[src/rtl/frac_mul_pkg.sv]
// Shared types and sizing helpers for the sequential fraction multiplier.
// No logic; no latency; no flow control.
// The saturation option is FRAC_MUL_SAT_EN; it is used by fraction_multiplier_n.
package frac_mul_pkg;

    typedef enum logic [1:0] {
        IDLE = 2'd0,
        RUN  = 2'd1,
        DONE = 2'd2
    } state_t;

    localparam int W_DEF = 8;

    // The iteration counter must hold 0..W-1, so at least one bit is kept for W=2.
    function automatic int cnt_width(input int w);
        return (w > 1) ? $clog2(w) : 1;
    endfunction

    function automatic int prod_width(input int w);
        return 2 * w - 1;
    endfunction

endpackage

[src/rtl/frac_mul_addsub.sv]
// (W+1)-bit adder/subtractor for the partial-product accumulator.
// Combinational, so it adds no latency; it has no flow control.
// One extra guard bit keeps every intermediate sum in range.
module frac_mul_addsub
    import frac_mul_pkg::*;
#(
    parameter int W = W_DEF
) (
    input  logic [W:0] i_a,
    input  logic [W:0] i_b,
    input  logic       i_sub,
    output logic [W:0] o_sum
);

    assign o_sum = i_sub ? (i_a - i_b) : (i_a + i_b);

endmodule

[src/rtl/fraction_multiplier_n.sv]
// W-bit signed fraction multiplier: one add/sub-and-shift step per clock, giving a (2W-1)-bit product.
// W+2 cycles from start to start. St is dropped while Busy is high; nothing is queued.
// When FRAC_MUL_SAT_EN is defined, -1 x -1 saturates to the largest positive fraction.
module fraction_multiplier_n
    import frac_mul_pkg::*;
#(
    parameter int W = W_DEF
) (
    input  logic                     CLK,
    input  logic                     RST,
    input  logic                     St,
    input  logic [W-1:0]             Mplier,
    input  logic [W-1:0]             Mcand,
    output logic [prod_width(W)-1:0] Product,
    output logic                     Ovf,
    output logic                     Busy,
    output logic                     Done
);

    localparam int CW = cnt_width(W);
    localparam int PW = prod_width(W);
    localparam logic [W-1:0] NEG_ONE = {1'b1, {(W-1){1'b0}}};

    state_t          r_state;
    logic [W:0]      r_a;
    logic [W-1:0]    r_b;
    logic [W-1:0]    r_c;
    logic [CW-1:0]   r_cnt;
    logic            r_ovf_pend;

    logic            w_last;
    logic [W:0]      w_sum;
    logic [W:0]      w_acc;
    logic [W:0]      w_a_nxt;
    logic [W-1:0]    w_b_nxt;
    logic [PW-1:0]   w_prod;

    // The last step weighs the multiplier sign bit as -1, so that step subtracts.
    assign w_last = (r_cnt == CW'(W - 1));

    frac_mul_addsub #(.W(W)) u_addsub (
        .i_a   (r_a),
        .i_b   ({r_c[W-1], r_c}),
        .i_sub (w_last),
        .o_sum (w_sum)
    );

    assign w_acc   = r_b[0] ? w_sum : r_a;
    assign w_a_nxt = {w_acc[W], w_acc[W:1]};
    assign w_b_nxt = {w_acc[0], r_b[W-1:1]};

`ifdef FRAC_MUL_SAT_EN
    assign w_prod = r_ovf_pend ? {1'b0, {(PW-1){1'b1}}} : {w_a_nxt[W-2:0], w_b_nxt};
`else
    assign w_prod = {w_a_nxt[W-2:0], w_b_nxt};
`endif

    always_ff @(posedge CLK) begin
        if (RST) begin
            r_state    <= IDLE;
            r_a        <= '0;
            r_b        <= '0;
            r_c        <= '0;
            r_cnt      <= '0;
            r_ovf_pend <= 1'b0;
            Product    <= '0;
            Ovf        <= 1'b0;
            Busy       <= 1'b0;
            Done       <= 1'b0;
        end else begin
            case (r_state)
                IDLE: begin
                    if (St) begin
                        r_state    <= RUN;
                        r_a        <= '0;
                        r_b        <= Mplier;
                        r_c        <= Mcand;
                        r_cnt      <= '0;
                        r_ovf_pend <= (Mplier == NEG_ONE) && (Mcand == NEG_ONE);
                        Busy       <= 1'b1;
                    end
                end
                RUN: begin
                    r_a   <= w_a_nxt;
                    r_b   <= w_b_nxt;
                    r_cnt <= r_cnt + CW'(1);
                    if (w_last) begin
                        r_state <= DONE;
                        Product <= w_prod;
                        Ovf     <= r_ovf_pend;
                        Done    <= 1'b1;
                    end
                end
                DONE: begin
                    r_state <= IDLE;
                    Busy    <= 1'b0;
                    Done    <= 1'b0;
                end
                default: begin
                    r_state <= IDLE;
                    Busy    <= 1'b0;
                    Done    <= 1'b0;
                end
            endcase
        end
    end

endmodule

[config.mk]
export PLATFORM = sky130hd
export DESIGN_NAME = fraction_multiplier_n
export DESIGN_NICKNAME = d
export VERILOG_FILES = /design/src/rtl/frac_mul_pkg.sv /design/src/rtl/frac_mul_addsub.sv /design/src/rtl/fraction_multiplier_n.sv
export SDC_FILE = /design/constraint.sdc
export NUM_CORES = 1
export LEC_CHECK = 0
export CORE_UTILIZATION = 55
export CTS_BUF_LIST = sky130_fd_sc_hd__clkbuf_4 sky130_fd_sc_hd__clkbuf_8
export DETAILED_ROUTE_END_ITERATION = 8
export PLACE_DENSITY = 0.81
export SLEW_MARGIN = 20
export SYNTH_ARGS = -nofsm -noshare
export SYNTH_HDL_FRONTEND = slang
export SYNTH_SLANG_ARGS = --single-unit
[constraint.sdc]
create_clock -name CLK -period 8.16 [get_ports CLK]
set_input_delay 0.816 -clock CLK [delete_from_list [all_inputs] [get_ports CLK]]
set_output_delay 0.816 -clock CLK [all_outputs]
set_load 0.05 [all_outputs]
==> PnR_summary.wiki <==
{| class="wikitable"
! Metric !! Value
|-
| CTS clk-pin slew, worst paths || 90 ps
|-
| Total congestion overflow || 0
|-
| Synth unique cells || 43
|-
| Power share of the combinational group || about a fifth
|-
| Startpoint type of the worst setup path || flip-flop
|-
| Fraction of synthesized area in multiplexers || roughly 1.8%
|-
| Setup repair after global routing missed its margin || no
|-
| Sw Pwr || around 0.15 mW
|-
| Buffers inserted by post-CTS timing repair || 0
|-
| Utilization after layout || 70.4%
|-
| Total number of H-tree levels || 2
|-
| Worst hold margin || 457 ps
|-
| Timing-limited maximum frequency || 0.331 GHz
|-
| Layout area overhead || 20.7%
|-
| R2R Setup Slk || between 5000 and 6000 ps
|-
| Share of the synthesized area in compound gates (AO/OA/AOI/OAI) || 20.0%
|-
| Power consumption || roughly 0.53 mW
|-
| Detailed-route via count || ~2100
|-
| Setup Crit Path Kind || reg2reg
|-
| Portion of synthesized cell area occupied by the leading cell type || 40.3%
|-
| Clock latency at the later pin of the worst-skew pair || 300 ps
|-
| Number of antenna violations at the first check in global routing || 0
|-
| Number of nets in the layout || around 360
|-
| Iteration count of the initial detailed-routing pass || 4
|-
| CTS tree || yes
|-
| Clock buffer count from CTS || 5
|-
| Rows || 23
|-
| DRC || 0
|-
| Post-route clock skew || 7.72 ps
|-
| Type of the most critical hold path || reg2reg
|-
| Fraction of layout instances using a drive strength above 1 || between 4 and 5%
|-
| Clock Root Buffer || sky130_fd_sc_hd__clkbuf_8
|-
| Cells after synthesis || a little under 300
|-
| Via count of the first global-routing pass || 1925
|-
| Die Height || 67.8 um
|-
| Dominant synthesized flop cell || sky130_fd_sc_hd__dfxtp_1
|-
| Clock period minus final worst setup slack || 3020 ps
|-
| Number of I/O port buffers || 36
|-
| Sequential cell area || 961 um2
|-
| Simple-gate area share of the yosys netlist || around a quarter
|-
| Cell area after technology mapping || 0.00238 mm2
|-
| Slew @ Worst Pin || about 810 ps
|-
| Width of the die || a little under 70 um
|-
| Flops & latches, synth || between 40 and 50
|-
| GRT Resource Usage Total || 25.0%
|-
| Cell types occupying the most area after synthesis || sky130_fd_sc_hd__dfxtp_1, sky130_fd_sc_hd__a21oi_1, sky130_fd_sc_hd__nand2_1
|-
| Syn_nets || 329
|-
| Yosys Warn Count || 0
|-
| Setup WS post-layout || approximately 5100 ps
|-
| Internal portion of total power || about 0.38 mW
|-
| Number of routed nets with antenna violations || 0
|-
| Result of the run || complete, no violations
|-
| Wire length reported by the detailed router || between 5000 and 6000 um
|-
| Worst setup slack after placement || between 5000 and 6000 ps
|-
| Pin count of the biggest net entering global routing || 50
|-
| Footprint of the multi-input gates || 0.00134 mm2
|-
| WL/cell || between 10 and 15 um
|-
| Fraction of power consumed by sequential logic || 47.6%
|-
| Leading cell type by number of instances after synthesis || sky130_fd_sc_hd__nand2_1
|-
| Ant diodes || 0
|-
| Power density of the placed cells || 185 mW/mm2
|-
| CORE AREA || 0.00409 mm2
|-
| Sinks on the clock net || 48
|-
| Starting density of the core || approximately 58%
|-
| Worst max-slew margin expressed relative to the limit || 45.7%
|-
| Setup_tns || 0 ps
|-
| Critical Path End Type || flip-flop
|-
| Worst vdd ir || approximately 0.15 mV
|-
| Cell type with the highest aggregate area in the netlist || sky130_fd_sc_hd__dfxtp_1
|-
| Xor-xnor portion of the synthesized cell area || around 3.3%
|-
| Cts repair resizes || 0
|-
| DP HPWL || roughly 3600 um
|-
| Commonest cells in the synthesized netlist || sky130_fd_sc_hd__nand2_1, sky130_fd_sc_hd__dfxtp_1, sky130_fd_sc_hd__a21oi_1
|-
| Cts-stage hold buffer count || 0
|-
| Final worst-path cycle share || a little under two fifths
|-
| Total I/O pin count || 37
|-
| Total count of hold-check failures in the final report || 0
|-
| Sequential share of the synthesized area || between 40% and 50%
|-
| Post-DR vias/cell || approximately 5.7
|-
| Data arrival at the endpoint of the critical path || 3220 ps
|-
| Gpl congestion || 0.882
|-
| Setup violations, final || 0
|-
| Wire length of the first global-routing pass || ~8700 um
|-
| Number of enable flip-flop cells after synthesis || 0
|-
| Worst path required time || ~8400 ps
|-
| Clock network power share || about a third
|-
| Combinational family with the most area after synthesis || simple AND/OR/NAND/NOR gates
|-
| Max-capacitance violation count || 0
|-
| Static leakage || between 1 and 1.5 nW
|-
| Initial DRC Count || 101
|-
| Area of the die || 0.00460 mm2
|-
| Avg Cell Area, Syn || about 8 um2
|-
| Post-synthesis adder-cell area fraction || approximately 6.6%
|-
| Critical Path Fanout Max || 11
|-
| Share of flip-flops with an asynchronous set or reset || 0%
|-
| Max Transition Viols Final || 0
|-
| Number of buffers on the longest clock path || 2
|-
| Fillers || 340
|-
| Switching share of total power || approximately 28%
|}
## stage by stage
step | area, um2 | std cells
2_1_floorplan | 2380 | 298
3_3_place_gp | 2770 | 371
3_5_place_dp | 2770 | 371
4_1_cts | 2880 | 379
5_1_grt | 2880 | 379
6_report | 2880 | 379
## flip-flops by register name, summed over array words and instances (netlist names)
signal / flops
Busy: 1
Done: 1
Ovf: 1
Product: 15
r_a: 8
r_b: 8
r_c: 8
r_cnt: 3
r_ovf_pend: 1
r_state: 2
## power groups by stage
stage | registers (mW) | clock network [mW] | logic (mW)
finish | 0.253 | 0.174 | 0.104
global route | 0.254 | 0.184 | 0.116
CTS | 0.252 | 0.175 | 0.104
detailed placement | 0.258 | 0 | 0.103
global placement | 0.258 | 0 | 0.102
floorplan | 0.256 | 0 | 0.0764
## metal layers
metal	up-vias	GRT usage, %	share of wire, %
li1	1108	-	-
met1	977	32.0	47
met2	50	41.6	47
met3	12	5.33	4.3
met4	0	8.59	1.5
met5	-	0	0
## layout make-up
cell class / instances / area share [%]
multi-input combinational: 227 / 46.5
clock buffer: 6 / 2.65
sequential: 48 / 33.4
inverter: 8 / 1.04
tap: 50 / 2.17
clock inverter: 2 / 1.22
timing repair buffer: 38 / 13.0
## kinds of logic (layout without fill, tap and decap cells)
logic type,after synthesis,after routing
fa+ha+maj,12,12
mux,4,4
xor+xnor,9,9
flops,48,48
compound gates,81,81
simple gates,121,121
buf+inv,23,54
## layout by cell type (no fill, tap or decap), drive strengths merged, types with 3 or more instances in the layout
cell,instances
a211oi,4
a21o,3
a21oi,47
a22oi,8
a31oi,5
clkbuf,6
clkdlybuf4s50,36
dfxtp,48
ha,11
inv,8
nand2,53
nand2b,5
nand3,7
nor2,29
nor2b,4
nor3,7
nor4,3
o21a,3
o21ai,5
xnor2,8
## worst max-delay path, cell delays in order, from the launching register on
cell,delay [ps]
sky130_fd_sc_hd__dfxtp_1,330
sky130_fd_sc_hd__ha_1,200
sky130_fd_sc_hd__ha_1,310
sky130_fd_sc_hd__a31oi_1,230
sky130_fd_sc_hd__xnor2_1,140
sky130_fd_sc_hd__ha_1,300
sky130_fd_sc_hd__a21o_1,190
sky130_fd_sc_hd__a31oi_1,180
sky130_fd_sc_hd__a21oi_1,110
sky130_fd_sc_hd__or4b_1,520
sky130_fd_sc_hd__nand2_1,90
sky130_fd_sc_hd__mux2_1,310
## path summary, 6_finish.rpt
check,start,cells past startpoint,to
worst min-delay path,Product[2]$_SDFFE_PP0P_,2,Product[2]$_SDFFE_PP0P_
worst min register to register,Product[2]$_SDFFE_PP0P_,2,Product[2]$_SDFFE_PP0P_
worst max-delay path,r_cnt[0]$_SDFFE_PP0P_,11,r_a[7]$_SDFFE_PP0P_
worst max register to register,r_cnt[0]$_SDFFE_PP0P_,11,r_a[7]$_SDFFE_PP0P_
(Power assumes the default switching activity.)
